$ cat src/rtl/clip_controller_if.sv
// rtl/clip_controller_if.sv - sample memory access bus of the clip recorder
// Registered write/read strobes plus {clip, offset} address.
interface clip_controller_if #(
  parameter int ADDR_WIDTH = 8
) ();
  logic                  mem_we;
  logic                  mem_re;
  logic [ADDR_WIDTH:0]   mem_addr;

  modport master (
    output mem_we,
    output mem_re,
    output mem_addr
  );

  modport slave (
    input mem_we,
    input mem_re,
    input mem_addr
  );
endinterface

$ cat src/rtl/clip_controller.sv
// rtl/clip_controller.sv - clip recorder control: button debounce, IDLE/RECORD/PLAY FSM, memory strobes
// Buttons q_i[4:2] become single-cycle presses; q_i[1:0] pick the write/read clip at operation start.
module clip_controller #(
  parameter int DEBOUNCE_CYCLES = 4,
  parameter int ADDR_WIDTH      = 8
) (
  input  logic                     clk_i,
  input  logic                     rst_ni,
  input  logic [4:0]               q_i,
  input  logic                     sample_tick_i,
  clip_controller_if.master        mem_o,
  output logic [1:0]               state_o,
  output logic                     rec_led_o,
  output logic                     play_led_o,
  output logic [1:0]               clip_valid_o
);

  localparam int CNT_W = (DEBOUNCE_CYCLES > 2) ? $clog2(DEBOUNCE_CYCLES) : 1;
  localparam logic [CNT_W-1:0]      CNT_LAST = CNT_W'(DEBOUNCE_CYCLES - 1);
  localparam logic [ADDR_WIDTH:0]   LEN_FULL = {1'b1, {ADDR_WIDTH{1'b0}}};

  typedef enum logic [1:0] {
    S_IDLE   = 2'b00,
    S_RECORD = 2'b01,
    S_PLAY   = 2'b10
  } state_t;

  // Debounce: bit 2 = soft reset, bit 1 = record, bit 0 = play
  logic [2:0]       raw;
  logic [2:0]       db_q, db_d, db_prev_q, press_q;
  logic [CNT_W-1:0] db_cnt_q [3];
  logic [CNT_W-1:0] db_cnt_d [3];

  assign raw = q_i[4:2];

  always_comb begin
    db_d = db_q;
    for (int i = 0; i < 3; i++) begin
      db_cnt_d[i] = '0;
      if (raw[i] != db_q[i]) begin
        if (db_cnt_q[i] == CNT_LAST) begin
          db_d[i] = ~db_q[i];
        end else begin
          db_cnt_d[i] = db_cnt_q[i] + 1'b1;
        end
      end
    end
  end

  always_ff @(posedge clk_i or negedge rst_ni) begin
    if (!rst_ni) begin
      db_q      <= '0;
      db_prev_q <= '0;
      press_q   <= '0;
      for (int i = 0; i < 3; i++) begin
        db_cnt_q[i] <= '0;
      end
    end else begin
      db_q      <= db_d;
      db_prev_q <= db_q;
      press_q   <= db_q & ~db_prev_q;
      for (int i = 0; i < 3; i++) begin
        db_cnt_q[i] <= db_cnt_d[i];
      end
    end
  end

  logic soft_press, rec_press, play_press;
  assign soft_press = press_q[2];
  assign rec_press  = press_q[1];
  assign play_press = press_q[0];

  state_t                 state_q, state_d;
  logic [ADDR_WIDTH-1:0]  offset_q, offset_d;
  logic [ADDR_WIDTH:0]    len_q [2];
  logic [ADDR_WIDTH:0]    len_d [2];
  logic                   wclip_q, wclip_d, rclip_q, rclip_d;
  logic [1:0]             valid_q, valid_d;
  logic                   we_q, we_d, re_q, re_d;
  logic [ADDR_WIDTH:0]    addr_q, addr_d;
  logic                   rec_led_q, play_led_q;
  logic [ADDR_WIDTH:0]    rec_len;
  logic                   play_last;

  assign rec_len   = len_q[wclip_q] + 1'b1;
  assign play_last = (({1'b0, offset_q} + 1'b1) == len_q[rclip_q]);

  always_comb begin
    state_d  = state_q;
    offset_d = offset_q;
    len_d[0] = len_q[0];
    len_d[1] = len_q[1];
    wclip_d  = wclip_q;
    rclip_d  = rclip_q;
    valid_d  = valid_q;
    we_d     = 1'b0;
    re_d     = 1'b0;
    addr_d   = addr_q;

    if (soft_press) begin
      state_d  = S_IDLE;
      valid_d  = 2'b00;
      len_d[0] = '0;
      len_d[1] = '0;
    end else begin
      unique case (state_q)
        S_IDLE: begin
          if (rec_press) begin
            state_d         = S_RECORD;
            wclip_d         = q_i[1];
            offset_d        = '0;
            len_d[q_i[1]]   = '0;
            valid_d[q_i[1]] = 1'b0;
          end else if (play_press && valid_q[q_i[0]]) begin
            state_d  = S_PLAY;
            rclip_d  = q_i[0];
            offset_d = '0;
          end
        end
        S_RECORD: begin
          if (sample_tick_i) begin
            we_d           = 1'b1;
            addr_d         = {wclip_q, offset_q};
            offset_d       = offset_q + 1'b1;
            len_d[wclip_q] = rec_len;
            if (rec_len == LEN_FULL) begin
              state_d          = S_IDLE;
              valid_d[wclip_q] = 1'b1;
            end
          end
          // A write issued on the stop cycle still counts towards validity
          if (rec_press) begin
            state_d          = S_IDLE;
            valid_d[wclip_q] = sample_tick_i || (len_q[wclip_q] != '0);
          end
        end
        S_PLAY: begin
          if (sample_tick_i) begin
            re_d     = 1'b1;
            addr_d   = {rclip_q, offset_q};
            offset_d = offset_q + 1'b1;
            if (play_last) begin
              state_d = S_IDLE;
            end
          end
          if (play_press) begin
            state_d = S_IDLE;
          end
        end
        default: state_d = S_IDLE;
      endcase
    end
  end

  always_ff @(posedge clk_i or negedge rst_ni) begin
    if (!rst_ni) begin
      state_q    <= S_IDLE;
      offset_q   <= '0;
      len_q[0]   <= '0;
      len_q[1]   <= '0;
      wclip_q    <= 1'b0;
      rclip_q    <= 1'b0;
      valid_q    <= 2'b00;
      we_q       <= 1'b0;
      re_q       <= 1'b0;
      addr_q     <= '0;
      rec_led_q  <= 1'b0;
      play_led_q <= 1'b0;
    end else begin
      state_q    <= state_d;
      offset_q   <= offset_d;
      len_q[0]   <= len_d[0];
      len_q[1]   <= len_d[1];
      wclip_q    <= wclip_d;
      rclip_q    <= rclip_d;
      valid_q    <= valid_d;
      we_q       <= we_d;
      re_q       <= re_d;
      addr_q     <= addr_d;
      rec_led_q  <= (state_d == S_RECORD);
      play_led_q <= (state_d == S_PLAY);
    end
  end

  assign mem_o.mem_we   = we_q;
  assign mem_o.mem_re   = re_q;
  assign mem_o.mem_addr = addr_q;
  assign state_o        = state_q;
  assign rec_led_o      = rec_led_q;
  assign play_led_o     = play_led_q;
  assign clip_valid_o   = valid_q;

endmodule
$ cat src/flat_wrapper.sv
// flat-port wrapper written by rule: the top's interface ports become plain ports
module clip_controller_flat 
#(
  parameter int DEBOUNCE_CYCLES = 4,
  parameter int ADDR_WIDTH      = 8
)
  (clk_i, rst_ni, q_i, sample_tick_i, state_o, rec_led_o, play_led_o, clip_valid_o, mem_o_mem_we, mem_o_mem_re, mem_o_mem_addr);
  clip_controller_if #(.ADDR_WIDTH(ADDR_WIDTH)) mem_o_i ();
  input  logic clk_i;
  input  logic rst_ni;
  input  logic [4:0] q_i;
  input  logic sample_tick_i;
  output logic [1:0] state_o;
  output logic rec_led_o;
  output logic play_led_o;
  output logic [1:0] clip_valid_o;
  output wire logic [$bits(mem_o_i.mem_we)-1:0] mem_o_mem_we;
  output wire logic [$bits(mem_o_i.mem_re)-1:0] mem_o_mem_re;
  output wire logic [$bits(mem_o_i.mem_addr)-1:0] mem_o_mem_addr;
  assign mem_o_mem_we = mem_o_i.mem_we;
  assign mem_o_mem_re = mem_o_i.mem_re;
  assign mem_o_mem_addr = mem_o_i.mem_addr;
  clip_controller #(.DEBOUNCE_CYCLES(DEBOUNCE_CYCLES), .ADDR_WIDTH(ADDR_WIDTH)) u_core (.clk_i(clk_i), .rst_ni(rst_ni), .q_i(q_i), .sample_tick_i(sample_tick_i), .mem_o(mem_o_i), .state_o(state_o), .rec_led_o(rec_led_o), .play_led_o(play_led_o), .clip_valid_o(clip_valid_o));
endmodule
$ cat config.mk
export PLATFORM = sky130hd
export DESIGN_NAME = clip_controller_flat
export DESIGN_NICKNAME = d
export VERILOG_FILES = /design/src/rtl/clip_controller_if.sv /design/src/rtl/clip_controller.sv /design/src/flat_wrapper.sv
export SDC_FILE = /design/constraint.sdc
export NUM_CORES = 1
export LEC_CHECK = 0
export CAP_MARGIN = 30
export CORE_MARGIN = 2
export CORE_UTILIZATION = 34
export DETAILED_ROUTE_END_ITERATION = 16
export GPL_TIMING_DRIVEN = 0
export PLACE_DENSITY = 0.48
export SYNTH_ARGS = -nofsm -noshare
export SYNTH_HDL_FRONTEND = slang
export SYNTH_SLANG_ARGS = --single-unit
$ cat constraint.sdc
create_clock -name clk_i -period 4.9 [get_ports clk_i]
set_input_delay 0.98 -clock clk_i [delete_from_list [all_inputs] [get_ports clk_i]]
set_output_delay 0.98 -clock clk_i [all_outputs]
set_load 0.1 [all_outputs]
==> results of run 1 <==
[synth_stat cells (3+ instances only)]
master     n  area share, %
nand2b_1   4           0.75
xnor2_1   16            4.2
buf_2      3           0.45
a21oi_1    9            1.4
o31ai_1    5            1.1
a211oi_1   3           0.68
clkbuf_1   8           0.90
xor2_1     3           0.79
nor2_1    15            1.7
nand3_1    9            1.4
nor4_1     5           0.94
dfrtp_1   60             45
inv_1     11            1.2
nand4b_1   3           0.79
ha_1      10            3.8
mux2_2    15            5.1
nor2b_1   10            1.9
mux2i_1   18            5.4
nand4_1    4           0.75
nor3_1    14            2.1
o21ai_0   17            2.6
a22o_1    13            3.4
a22oi_1    5            1.1
nand2_1   31            3.5
[worst register-to-register path, stage by stage, from the launching register on]
cell,delay [ns]
dfrtp_1,0.38
buf_6,0.17
buf_2,0.24
buf_1,0.45
mux2i_1,0.31
inv_1,0.07
ha_1,0.29
nand4b_1,0.18
nand2_2,0.10
xnor2_1,0.18
or4_4,0.56
nor4_1,0.54
o311ai_0,0.31
nor3b_2,0.23
[kinds of logic (layout without fill, tap and decap cells)]
| group | after synthesis | in the layout | synth area share [%] |
|---|---|---|---|
| fa+ha+maj | 10 | 10 | 3.77 |
| flops | 60 | 60 | 45.2 |
| buf+inv | 25 | 66 | 3.17 |
| mux | 35 | 35 | 11.6 |
| xor+xnor | 19 | 19 | 5.01 |
| compound gates | 70 | 70 | 14.9 |
| simple gates | 105 | 105 | 16.4 |
[routing by layer]
layer | wire [um] | share of wire, % | GRT usage, % | up-vias
met5 | 0 | 0 | 0 | -
met4 | 154 | 1.9 | 6.68 | 0
met3 | 230 | 2.8 | 3.80 | 10
met2 | 3820 | 47 | 27.1 | 45
met1 | 3990 | 49 | 24.5 | 1260
li1 | - | - | - | 1264
[stage by stage]
stage	setup WS (ns)	power [mW]	cell area, um^2
floorplan	1.63	1.43	3320
global placement	0.834	1.69	3720
detailed placement	0.839	1.69	3740
CTS	0.817	2.22	3970
global route	0.515	2.35	3970
finish	0.773	2.19	3970
[power by group]
| part | internal [mW] | switching [mW] |
|---|---|---|
| Combinational | 0.328 | 0.660 |
| Clock | 0.310 | 0.204 |
| Sequential | 0.605 | 0.0831 |
| Total | 1.24 | 0.947 |
[area by class of cell]
cell class                      instances  area [um^2]
Tap cell                              133          166
Clock buffer                           11          151
Fill cell                            1031         5670
Multi-Input combinational cell        239         1710
Clock inverter                          4         72.6
Sequential cell                        60         1500
Buffer                                 14         63.8
Timing Repair Buffer                   26          255
Inverter                               11         41.3
[state kept, by name (all words and copies together) (netlist names)]
register	flops
u_core.mem_o.mem_addr	9
u_core.rec_led_o	1
u_core.db_q	3
u_core.play_led_o	1
u_core.wclip_q	1
u_core.state_o	2
u_core.clip_valid_o	2
u_core.offset_q	8
u_core.mem_o.mem_we	1
u_core.mem_o.mem_re	1
u_core.len_q	18
u_core.press_q	3
u_core.rclip_q	1
u_core.db_cnt_q	6
u_core.db_prev_q	3
[layout by cell type, fill, tap and decap left out, drive strengths merged, types with 9 or more instances in the layout]
master / Yosys / layout
buf: 6 / 10
a22o: 13 / 13
nor3: 14 / 14
mux2: 15 / 15
nor2b: 10 / 10
o21ai: 17 / 17
dfrtp: 60 / 60
xnor2: 16 / 16
nor2: 15 / 15
ha: 10 / 10
clkbuf: 8 / 19
mux2i: 20 / 20
nand2: 32 / 32
inv: 11 / 11
nand3: 9 / 9
clkdlybuf4s50: 0 / 22
a21oi: 9 / 9
[final timing paths]
kind	start	end	depth (start not counted)
max reg2reg	u_core.wclip_q	u_core.play_led_o	13
max in group asynchronous	rst_ni	u_core.db_q[2]	2
max	u_core.wclip_q	u_core.play_led_o	13
min reg2reg	u_core.db_prev_q[0]	u_core.press_q[0]	1
min	u_core.db_prev_q[0]	u_core.press_q[0]	1
min in group asynchronous	rst_ni	u_core.len_q[10]	1
==> flow_metrics.py, run 1 <==
metrics = {
    "outcome": {
        "status": "complete, no violations",
    },
    "synthesis": {
        "ys_seq_area_share_pct": 45.2,
        "syn-num-nets": 342,
        "ys_ff_latch": 60,
        "synth-main-ff-cell": "dfrtp_1",
        "ys_types": 50,
        "syn_inst": 324,
        "synthArstFlopShare_pct": 100,
        "avgSynthCellArea_um2": 10.2,
        "yosysWarningCount": 0,
        "synth-edff-count": 0,
        "syn_area_um2": 3320,
    },
    "clock_network": {
        "cts.path.max_buffers": 2,
        "htree_levels": 3,
        "postCtsSetupRepairBufs": 0,
        "path_clk_slew_ns": 0.07,
        "cts_sinks": 60,
        "root_buffer": "clkbuf_8",
        "cts_inserted_buffers": 9,
        "post_cts_resize_count": 0,
        "clock_latency_ns": 0.35,
        "cts_hold_buffers": 0,
        "cts_tree": "done",
    },
    "sta": {
        "max_freq_mhz": 242,
        "period_minus_slack_ns": 4.13,
        "skew_ns": 0.0164,
        "slew_violations": 0,
        "post-route-period-util_pct": 84.2,
        "finalHoldViolCount": 0,
        "fin_tns_setup_ns": 0,
        "worst_hold_slack_ns": 0.390,
        "setup_viol": 0,
        "rsz0062_at_grt": "false",
        "worst_pin_slew_ns": 0.976,
        "maxSlewHeadroom_pct": 34.8,
    },
    "setup_path": {
        "arrival_ns": 4.34,
        "critPathLaunchType": "flip-flop",
        "critPathTopFamily": "simple AND/OR/NAND/NOR gates",
        "crit_path_end_kind": "flip-flop",
        "r2r_setup_slack_ns": 0.77,
        "critPathBufInv": 4,
        "crit_chain": "buf_6 -> buf_2 -> buf_1 -> mux2i_1 -> inv_1 -> ha_1 -> nand4b_1 -> nand2_2 -> xnor2_1 -> or4_4 -> nor4_1 -> o311ai_0 -> nor3b_2",
        "slowest_stage": "or4_4",
        "worst_ep_required_time_ns": 5.12,
        "slowest_delay_ns": 0.56,
        "path_max_fanout": 10,
        "crit_type": "flip-flop to flip-flop",
    },
    "routing": {
        "routed_wl_um": 8190,
        "drc_errors": 0,
        "drt_iter0_markers": 108,
        "dr.pass1.iters": 4,
        "vias": 2579,
        "wl_per_cell_um": 16.4,
        "ant_nets": 0,
        "viasPerCell": 5.18,
    },
    "placement": {
        "portBuffers": 23,
        "dp_hpwl_um": 5920,
        "dp_cells": 483,
        "gp_congestion": 0.808,
    },
    "floorplan": {
        "rows": 36,
        "fp.dieH_um": 103,
        "io_pins": 25,
        "dieWidth_um": 103,
        "core_um2": 9640,
        "start_util_pct": 34.4,
        "dieArea_um2": 10600,
    },
    "global_routing": {
        "grt_pass1_wl_um": 14000,
        "antenna_found_initial": 0,
        "grtUsageTotal_pct": 17.6,
        "grt_max_degree": 35,
        "first_global_vias": 2601,
        "overflow": 0,
    },
    "cells_and_area": {
        "num_antenna_cells": 0,
        "nets": 379,
        "drive_gt1_share_pct": 12.9,
        "final_util_pct": 41.1,
        "area_delta_synth_final_pct": 19.4,
        "stdcell_count": 498,
    },
    "power": {
        "ir_drop_uv": 283,
        "p_leak_nw": 1.69,
        "power_density_nw_per_um2": 552,
    },
    "flow_run": {
        "max-cap-violations": 0,
    },
    "min_path": {
        "hold_class": "flip-flop to flip-flop",
    },
}
Note: power is estimated with default switching activity, not from simulation.
==> inputs of run 2 (changes only) <==
--- a/config.mk
+++ b/config.mk
@@ -10,7 +10,7 @@
 export CORE_UTILIZATION = 34
 export DETAILED_ROUTE_END_ITERATION = 16
 export GPL_TIMING_DRIVEN = 0
-export PLACE_DENSITY = 0.48
+export PLACE_DENSITY = 0.5
 export SYNTH_ARGS = -nofsm -noshare
 export SYNTH_HDL_FRONTEND = slang
 export SYNTH_SLANG_ARGS = --single-unit
==> constraint.sdc (replaced) <==
create_clock -name clk_i -period 3.55 [get_ports clk_i]
set_input_delay 0.71 -clock clk_i [delete_from_list [all_inputs] [get_ports clk_i]]
set_output_delay 0.71 -clock clk_i [all_outputs]
set_load 0.1 [all_outputs]
==> run 2 against run 1 <==
Compared with the run above:
- cell count increased by 0.20%
- first-iteration DRC count decreased by 19%
- via count increased by 1.8%
==> flow_metrics.py, run 2 (same netlist as run 1, synthesis figures left out) <==
metrics = {
    "outcome": {
        "status": "complete, no violations",
    },
    "setup_path": {
        "crit_type": "flip-flop to flip-flop",
        "path_max_fanout": 10,
        "r2r_end": "u_core.clip_valid_o[1]",
        "r2r_setup_slack_ns": 0.20,
        "timing.rr.start": "u_core.wclip_q",
        "arrival_ns": 3.64,
        "r2r_cells": 13,
        "worst_ep_required_time_ns": 3.85,
        "critPathLaunchType": "flip-flop",
        "crit_path_end_kind": "flip-flop",
    },
    "clock_network": {
        "path_clk_slew_ns": 0.08,
        "cts_inserted_buffers": 9,
        "cts_tree": "done",
        "cts_hold_buffers": 0,
        "cts.path.max_buffers": 2,
        "cts_sinks": 60,
        "clock_latency_ns": 0.35,
        "root_buffer": "clkbuf_8",
        "htree_levels": 3,
        "postCtsSetupRepairBufs": 0,
    },
    "global_routing": {
        "antenna_found_initial": 0,
        "first_global_vias": 2711,
        "grt_pass1_wl_um": 13600,
        "grt_max_degree": 40,
        "grtUsageTotal_pct": 17.1,
        "overflow": 0,
    },
    "power": {
        "p_leak_nw": 1.68,
        "power_density_nw_per_um2": 754,
        "ir_drop_uv": 408,
    },
    "placement": {
        "gp_congestion": 0.861,
        "dpl_cell_area_um2": 3740,
        "dp_hpwl_um": 5810,
        "portBuffers": 23,
        "dp_cells": 483,
    },
    "cells_and_area": {
        "stdcell_count": 499,
        "nets": 379,
        "mostFrequentLayoutCell": "dfrtp_1",
        "num_antenna_cells": 0,
        "regMostFlops": "u_core.len_q",
        "largest_register_ffs": 18,
        "design_area_um2": 3980,
        "layout_common_cells": "dfrtp_1, nand2_1, clkdlybuf4s50_1",
        "drive_gt1_share_pct": 14.2,
        "area_delta_synth_final_pct": 19.9,
    },
    "sta": {
        "skew_ns": 0.0113,
        "period_minus_slack_ns": 3.35,
        "slew_violations": 0,
        "setup_viol": 0,
        "max_freq_mhz": 299,
        "fin_tns_setup_ns": 0,
        "maxSlewHeadroom_pct": 34.9,
        "finalHoldViolCount": 0,
        "post-route-period-util_pct": 94.2,
        "worst_pin_slew_ns": 0.974,
        "rsz0062_at_grt": "false",
    },
    "routing": {
        "dr.pass1.iters": 4,
        "drt_iter0_markers": 87,
        "ant_nets": 0,
        "drc_errors": 0,
        "vias": 2625,
        "wl_per_cell_um": 16.1,
        "routed_wl_um": 8020,
        "viasPerCell": 5.26,
    },
    "floorplan": {
        "rows": 36,
        "start_util_pct": 34.4,
        "fp.dieH_um": 103,
        "io_pins": 25,
        "core_um2": 9640,
        "dieArea_um2": 10600,
        "dieWidth_um": 103,
    },
    "min_path": {
        "hold_class": "primary input to asynchronous set/reset pin",
    },
    "flow_run": {
        "max-cap-violations": 0,
    },
}
## run 2: metrics by stage
stage | total power [mW] | setup WS (ns) | hold WS [ns] | utilization [%]
after floorplan | 1.98 | 0.280 | 0.378 | -
after global placement | 2.32 | -0.425 | 0.382 | 38.6
after detailed placement | 2.33 | -0.466 | 0.384 | 38.8
after CTS | 3.01 | 0.0199 | 0.349 | 41.2
after global routing | 3.21 | 0.0122 | 0.370 | 41.3
final | 3.00 | 0.205 | 0.335 | 41.3
## run 2: layout make-up
type                            instances  area (um^2)
Clock inverter                          7         82.6
Buffer                                 14         73.8
Fill cell                             975         5660
Clock buffer                            9          124
Sequential cell                        60         1500
Multi-Input combinational cell        239         1740
Tap cell                              133          166
Inverter                               11         41.3
Timing Repair Buffer                   26          255
## run 2: worst max path at each step
stage	startpoint	to	slack (ns)	cells past startpoint
2_1_floorplan	u_core.wclip_q	u_core.clip_valid_o[0]	0.28	13
3_3_place_gp	u_core.wclip_q	u_core.play_led_o	-0.42	13
3_5_place_dp	u_core.wclip_q	u_core.play_led_o	-0.47	13
4_1_cts	u_core.wclip_q	u_core.clip_valid_o[1]	0.02	13
5_1_grt	u_core.wclip_q	u_core.clip_valid_o[0]	0.01	13
6_report	u_core.wclip_q	u_core.clip_valid_o[1]	0.20	13
## run 2: timing repair
item / in CTS / in global routing
pin swaps: 0 / 0
endpoints found under the setup margin: 6 / 6
resized for setup: 4 / 6
## run 2: layer usage
layer / vias up / GRT usage [%] / part of all wire [%]
li1: 1257 / - / -
met1: 1301 / 23.2 / 48
met3: 14 / 4.07 / 3.2
met2: 53 / 26.0 / 47
met5: - / 0 / 0
met4: 0 / 7.69 / 2.2
## run 2: power by group
part	internal, mW	total, mW	switching (mW)
clock network	0.336	0.661	0.325
registers	0.834	0.955	0.121
logic	0.468	1.39	0.917
## run 2: critical path, stage by stage, from the launching register on
cell      delay (ns)
dfrtp_1         0.38
buf_6           0.17
buf_4           0.19
buf_6           0.17
mux2i_2         0.24
inv_1           0.08
ha_2            0.23
nand4b_1        0.15
nand2_2         0.09
xnor2_1         0.17
or4_4           0.58
or4_4           0.52
a22oi_1         0.17
o21a_1          0.13
